$ cat config.mk
export PLATFORM = sky130hd
export DESIGN_NAME = fetch_stage
export DESIGN_NICKNAME = d
export VERILOG_FILES = /design/src/rtl/fetch_stage.sv
export SDC_FILE = /design/constraint.sdc
export NUM_CORES = 1
export LEC_CHECK = 0
export CAP_MARGIN = 20
export CORE_ASPECT_RATIO = 0.8
export CORE_UTILIZATION = 29
export CTS_CLUSTER_SIZE = 40
export DETAILED_ROUTE_END_ITERATION = 10
export DONT_BUFFER_PORTS = 1
export GPL_TIMING_DRIVEN = 1
export PLACE_DENSITY = 0.42
export SETUP_SLACK_MARGIN = 0.5
export SLEW_MARGIN = 20
export SYNTH_ARGS = -nofsm -noshare
export SYNTH_HDL_FRONTEND = slang
export SYNTH_SLANG_ARGS = --single-unit
$ cat constraint.sdc
create_clock -name clk -period 2.83 [get_ports clk]
set_clock_uncertainty 0.2 [all_clocks]
set_input_delay 0.7075 -clock clk [delete_from_list [all_inputs] [get_ports clk]]
set_output_delay 0.7075 -clock clk [all_outputs]
set_load 0.02 [all_outputs]
$ cat src/rtl/fetch_stage.sv
// Instruction-fetch stage: owns the PC, drives the instruction ROM address,
// and captures {instruction, PC, PC+4} into the IF/ID pipeline register.
// Handles stall, flush, branch/jump redirects and exception redirects, and
// counts valid fetches.
module fetch_stage #(
  parameter logic [31:0] RESET_PC = 32'h0040_0000,
  parameter logic [31:0] EXC_PC   = 32'h8000_0004
) (
  input  logic        clk,
  input  logic        rst_n,
  input  logic        Stall,
  input  logic        Flush,
  input  logic        Redirect,
  input  logic [31:0] RedirectTarget,
  input  logic        ExcReq,
  input  logic [31:0] IMemInstruction,
  output logic [31:0] IMemAddress,
  output logic [31:0] IFID_Instruction,
  output logic [31:0] IFID_PC,
  output logic [31:0] IFID_PCPlus4,
  output logic        IFID_Valid,
  output logic        MisalignErr,
  output logic [31:0] FetchCount
);

  logic [31:0] pc;
  logic [31:0] pc_plus4;
  logic        bubble;
  logic        advance;

  assign pc_plus4    = pc + 32'd4;
  assign IMemAddress = pc;

  // Any redirect or flush squashes the instruction fetched this cycle.
  assign bubble  = Flush | ExcReq | Redirect;
  assign advance = ~bubble & ~Stall;

  // Next-PC selection: exception, then redirect, then stall hold, then PC+4.
  always_ff @(posedge clk or negedge rst_n) begin
    if (!rst_n) begin
      pc <= RESET_PC;
    end else if (ExcReq) begin
      pc <= EXC_PC;
    end else if (Redirect) begin
      pc <= {RedirectTarget[31:2], 2'b00};
    end else if (!Stall) begin
      pc <= pc_plus4;
    end
  end

  // Sticky flag for a redirect target that was not word aligned.
  always_ff @(posedge clk or negedge rst_n) begin
    if (!rst_n) begin
      MisalignErr <= 1'b0;
    end else if (Redirect && (RedirectTarget[1:0] != 2'b00)) begin
      MisalignErr <= 1'b1;
    end
  end

  // IF/ID register: bubble on squash, hold on stall, otherwise capture.
  always_ff @(posedge clk or negedge rst_n) begin
    if (!rst_n) begin
      IFID_Instruction <= '0;
      IFID_PC          <= '0;
      IFID_PCPlus4     <= '0;
      IFID_Valid       <= 1'b0;
    end else if (bubble) begin
      IFID_Instruction <= '0;
      IFID_PC          <= '0;
      IFID_PCPlus4     <= '0;
      IFID_Valid       <= 1'b0;
    end else if (!Stall) begin
      IFID_Instruction <= IMemInstruction;
      IFID_PC          <= pc;
      IFID_PCPlus4     <= pc_plus4;
      IFID_Valid       <= 1'b1;
    end
  end

  // Performance counter: one count per valid instruction latched.
  always_ff @(posedge clk or negedge rst_n) begin
    if (!rst_n) begin
      FetchCount <= '0;
    end else if (advance) begin
      FetchCount <= FetchCount + 32'd1;
    end
  end

endmodule
## After elaboration in Yosys (flattened, before gate mapping)

Cells that the tools add are included.

| word-level totals | value |
|---|---|
| flip-flop bits (word level) | 162 |
| input port bits | 70 |
| output and inout port bits | 162 |
| logic and storage cells | 28 |

| operators by class | value |
|---|---|
| add/sub/neg operators | 2 |
| eq/ne operators | 2 |
| multiplexer cells | 10 |
| bitwise operators | 5 |
| reductions and logical operators | 2 |

Operator list:

| operator | count |
|---|---|
| 32-bit two-way mux | 8 |
| 32-bit by 1-bit adder with 32-bit output (second input constant) | 1 |
| 32-bit by 3-bit adder with 32-bit output (second input constant) | 1 |
| 3-bit by 1-bit inequality test with 1-bit output (second input constant) | 1 |
| 1-bit two-way mux | 2 |
| 2-bit by 1-bit inequality test with 1-bit output (second input constant) | 1 |
| 1-bit NOT | 2 |
| 1-bit OR | 2 |
| 2-bit nonzero test | 1 |
| 1-bit bitwise AND | 1 |
| 1-bit logical AND | 1 |

## Logic depth before layout (Yosys ltp)

| logic depth | value |
|---|---|
| depth in word-level cells | 4 |
| depth in mapped cells | 8 |
| gate-level depth less buffers | 6 |

## Worst setup path after synthesis

Ideal clock, no wire load.

| timing path | value |
|---|---|
| kind | input port to flip-flop |
| from | in ExcReq |
| to | reg FetchCount[28] |
| setup time | 0.129 ns |
| arrival time | 2.259 ns |
| slack | 0.242 ns |
| stages on the path | 6 |
| cell sequence | clkbuf_1 nor4_4 nand4_1 nor4_2 nand4_1 xnor2_1 |

| on the way | value |
|---|---|
| longest elaborated chain between the ends | 4 |

RTL lines:

| element | line | source |
|---|---|---|
| start, declared | 15 | `input logic ExcReq,` |
| 1-bit OR (2 in a row) | 35 | `assign bubble = Flush \| ExcReq \| Redirect;` |
| 1-bit NOT | 36 | `assign advance = ~bubble & ~Stall;` |
| 1-bit bitwise AND | 36 |  |
| end signal, assigned | 85 | `FetchCount <= FetchCount + 32'd1;` |
| end, declared | 23 | `output logic [31:0] FetchCount` |

Every way passes these cells.
A chain may end at the register's enable or synchronous reset.

## Worst setup path after layout

| timing path | value |
|---|---|
| from | reg pc[22], in the netlist IMemAddress[22] |
| to | reg IFID_PCPlus4[31] |

| on the way | value |
|---|---|
| longest elaborated chain between the ends | 3 |

RTL lines:

| element | line | source |
|---|---|---|
| start, declared | 26 | `logic [31:0] pc;` |
| start signal, assigned | 45 | `pc <= {RedirectTarget[31:2], 2'b00};` |
| start signal, assigned | 47 | `pc <= pc_plus4;` |
| 32-bit by 3-bit adder with 32-bit output | 31 | `assign pc_plus4 = pc + 32'd4;` |
| 32-bit two-way mux | 72 | `end else if (!Stall) begin` |
| 32-bit two-way mux | 67 | `end else if (bubble) begin` |
| end signal, assigned | 75 | `IFID_PCPlus4 <= pc_plus4;` |
| end, declared | 20 | `output logic [31:0] IFID_PCPlus4,` |

Every way passes these cells. The select of a mux whose other input is x is not followed.

==> flow_summary.ini <==
[critical_path]
crit_fanout = 7
rr_startpoint = IMemAddress[22]
arrival_ns = 2.46
reg2reg_depth = 5
cp-end-kind = register
worst-setup-path-type = register to register
cp-startpoint = IMemAddress[22]
reg2reg_to = IFID_PCPlus4[31]
critPathLaunchType = register
reg2reg_slack_ns = 0.47
crit_required_ns = 2.93

[yosys]
synth_edf_count = 0
seq_area_frac_synth = 0.553
ys_warn_count = 0
synthesis.area_mm2 = 0.00707
netlist_instances = 652
synth_area_per_cell_um2 = 10.8
synthAdderAreaFrac = 0.00354
synth_area_leaders = dfrtp_1 (55%), xnor2_1 (8.3%), a22o_1 (7.9%), nand2_1 (3.7%), nor2_1 (2.3%)
yosysTopAreaCell = dfrtp_1
synth_common_cells = dfrtp_1 (155), nand2_1 (70), xnor2_1 (67), a22o_1 (64), nor2_1 (43)
ys_ff_latch = 156
synth_compound_area_frac = 0.133
synth_top_area_share = 0.549
synth.distinct_cells = 47
synth_top_family_by_area = simple AND/OR/NAND/NOR gates
synth-simple-area-share = 0.162
yosysMostFrequentCell = dfrtp_1
synth_ff_type = dfrtp_1
synthArstFlopShare = 1.00
synth_xor_area_frac = 0.105
synthMuxAreaShare = 0.00425

[outcome]
status = finished with violations
violations = negative hold slack

[die]
design.die.area_mm2 = 0.0250
start_util = 0.299
dieHeight_um = 142
boundaryPins = 232
die_width_um = 177
num_rows = 50
core_mm2 = 0.0236

[detailed_routing]
drc = 0
first_pass_iters = 4
routed_wl_um = 21300
route.vias.total = 5073
routedWlPerCell_um = 21.6
ant_nets = 0
drt-initial-drc-count = 192
viasPerCell = 5.13

[cts]
cts_max_path_buffers = 2
clkTransAtPathRegs_ns = 0.08
clockRootBuffer = clkbuf_16
worst_skew_pair.late_latency_ns = 0.43
cts_sinks = 156
cts_tree = yes
htreeDepth = 4
numCtsBuffers = 17

[power_and_ir_drop]
comb_power_share = 0.062
ir_worst_vdd_v = 0.000378
p_sw_frac = 0.274
power.share.sequential = 0.477
switching_power_mw = 1.42
p_leak_nw = 3.49
p_clk_frac = 0.461
internal_power_mw = 3.76
p_total_mw = 5.18
power.density_mw_per_mm2 = 622

[timing]
fin_ws_ns = 0.467
timing.fmax_ghz = 0.423
worst_pin_slew_ns = 0.715
hold_ws_ns = -0.235
fin_crit_ns = 2.36
hold_viol_final = 156
finalCritPeriodShare = 0.835
rsz0062_at_grt = yes
max-slew-margin-rel = 0.523
setup_viol = 0
tns_ns = 0
slew_viol_final = 0

[layout]
area_delta_synth_final_pct = 17.9
drive_gt1_frac = 0.175
n_fill_cell = 2372
final_nets = 735
antenna_cells = 0

[global_route]
antenna_found_initial = 0
grt_pass1_wl_um = 32500
grt_overflow = 0
grt_pass1_vias = 5325
grt_max_degree = 157
grt_use_total = 0.172

[placement]
hpwl_um = 14500
portBuffers = 0
routabilityCongestion = 0.810
pre_cts_slack_ns = 0.266

[min_path]
hp-class = primary input to async pin

[flow_run]
cap_violations = 0
-- sequential cells by signal, indices dropped and copies added (netlist names) --
signal / flops
MisalignErr: 1
IFID_PCPlus4: 30
IFID_Instruction: 32
IFID_PC: 30
IFID_Valid: 1
FetchCount: 32
IMemAddress: 30
-- per-layer routing --
layer | up-vias | part of all wire | GRT usage
met3 | 36 | 0.088 | 0.0600
met4 | 0 | 0.022 | 0.0658
met5 | - | 0 | 0
met1 | 2505 | 0.45 | 0.228
met2 | 212 | 0.44 | 0.258
li1 | 2320 | - | -
-- worst max-delay path, stage by stage, from the launching register on --
cell and delay (ns):
dfstp_2 0.70, nand4_1 0.30, nor4_2 0.49, nor4b_2 0.31
xnor2_1 0.15, o21ai_1 0.07
-- cells by family after synthesis --
family / after synthesis
flip-flops: 156
AO/OA/AOI/OAI: 128
buffers and inverters: 59
XOR/XNOR: 85
AND/OR/NAND/NOR: 218
other: 1
multiplexers: 3
adder cells (fa/ha/maj): 2
-- cells in the final DEF, fill, tap and decap left out, types with 4 or more instances in the layout --
master	instances
or3_1	5
nor3_1	11
dfrtp_2	5
nand3_1	22
clkbuf_16	17
buf_4	39
o21ai_0	27
nor2_1	42
nor3_2	8
and4_1	4
and3_1	6
nor4_4	4
dfrtp_1	150
a22o_1	64
nand2_1	69
nor4_2	6
o21ai_1	4
nand4_1	13
a21oi_1	9
xor2_1	18
conb_1	6
xnor2_1	67
a211oi_1	20
inv_6	6
-- power groups by stage --
stage               registers (mW)  clock network, mW  logic [mW]
finish                        2.47               2.39       0.322
global route                  2.49               2.54       0.357
CTS                           2.47               2.46       0.324
detailed placement            2.51                  0       0.321
global placement              2.51                  0       0.314
floorplan                     2.51                  0       0.220
-- worst max path at each step --
stage	slack [ns]	cells after the start	end
global placement	0.30	5	FetchCount[28]
CTS	0.45	6	IFID_PCPlus4[31]
global route	0.41	5	IFID_PCPlus4[31]
finish	0.47	5	IFID_PCPlus4[31]
detailed placement	0.27	5	FetchCount[28]
floorplan	0.29	6	FetchCount[14]
-- layout make-up --
type                    count  area [µm²]  area share
multi-input cells         442        3070       0.369
flip-flops and latches    156        3910       0.469
inverters                   4        15.0     0.00180
clock buffers              17         425      0.0510
repair buffers             42         344      0.0413
clock inverters            15         176      0.0212
well taps                 312         390      0.0468
-- per-stage QoR --
stage               area (µm²)  hold WS (ns)  std cells  utilization
global route              8330        -0.258        988        0.352
global placement          7530         0.216        947        0.318
detailed placement        7530         0.216        947        0.318
CTS                       8200        -0.260        983        0.347
finish                    8330        -0.235        988        0.352
floorplan                 7150         0.212        657            -
-- what timing repair did --
action | in CTS | in global routing
pin swaps | 3 | 5
buffers inserted | 4 | 5
hold endpoints to repair | 156 | 156
gates resized for setup | 7 | 19
endpoints found under the setup margin | 20 | 39
Power figures use the tool's default switching activity.
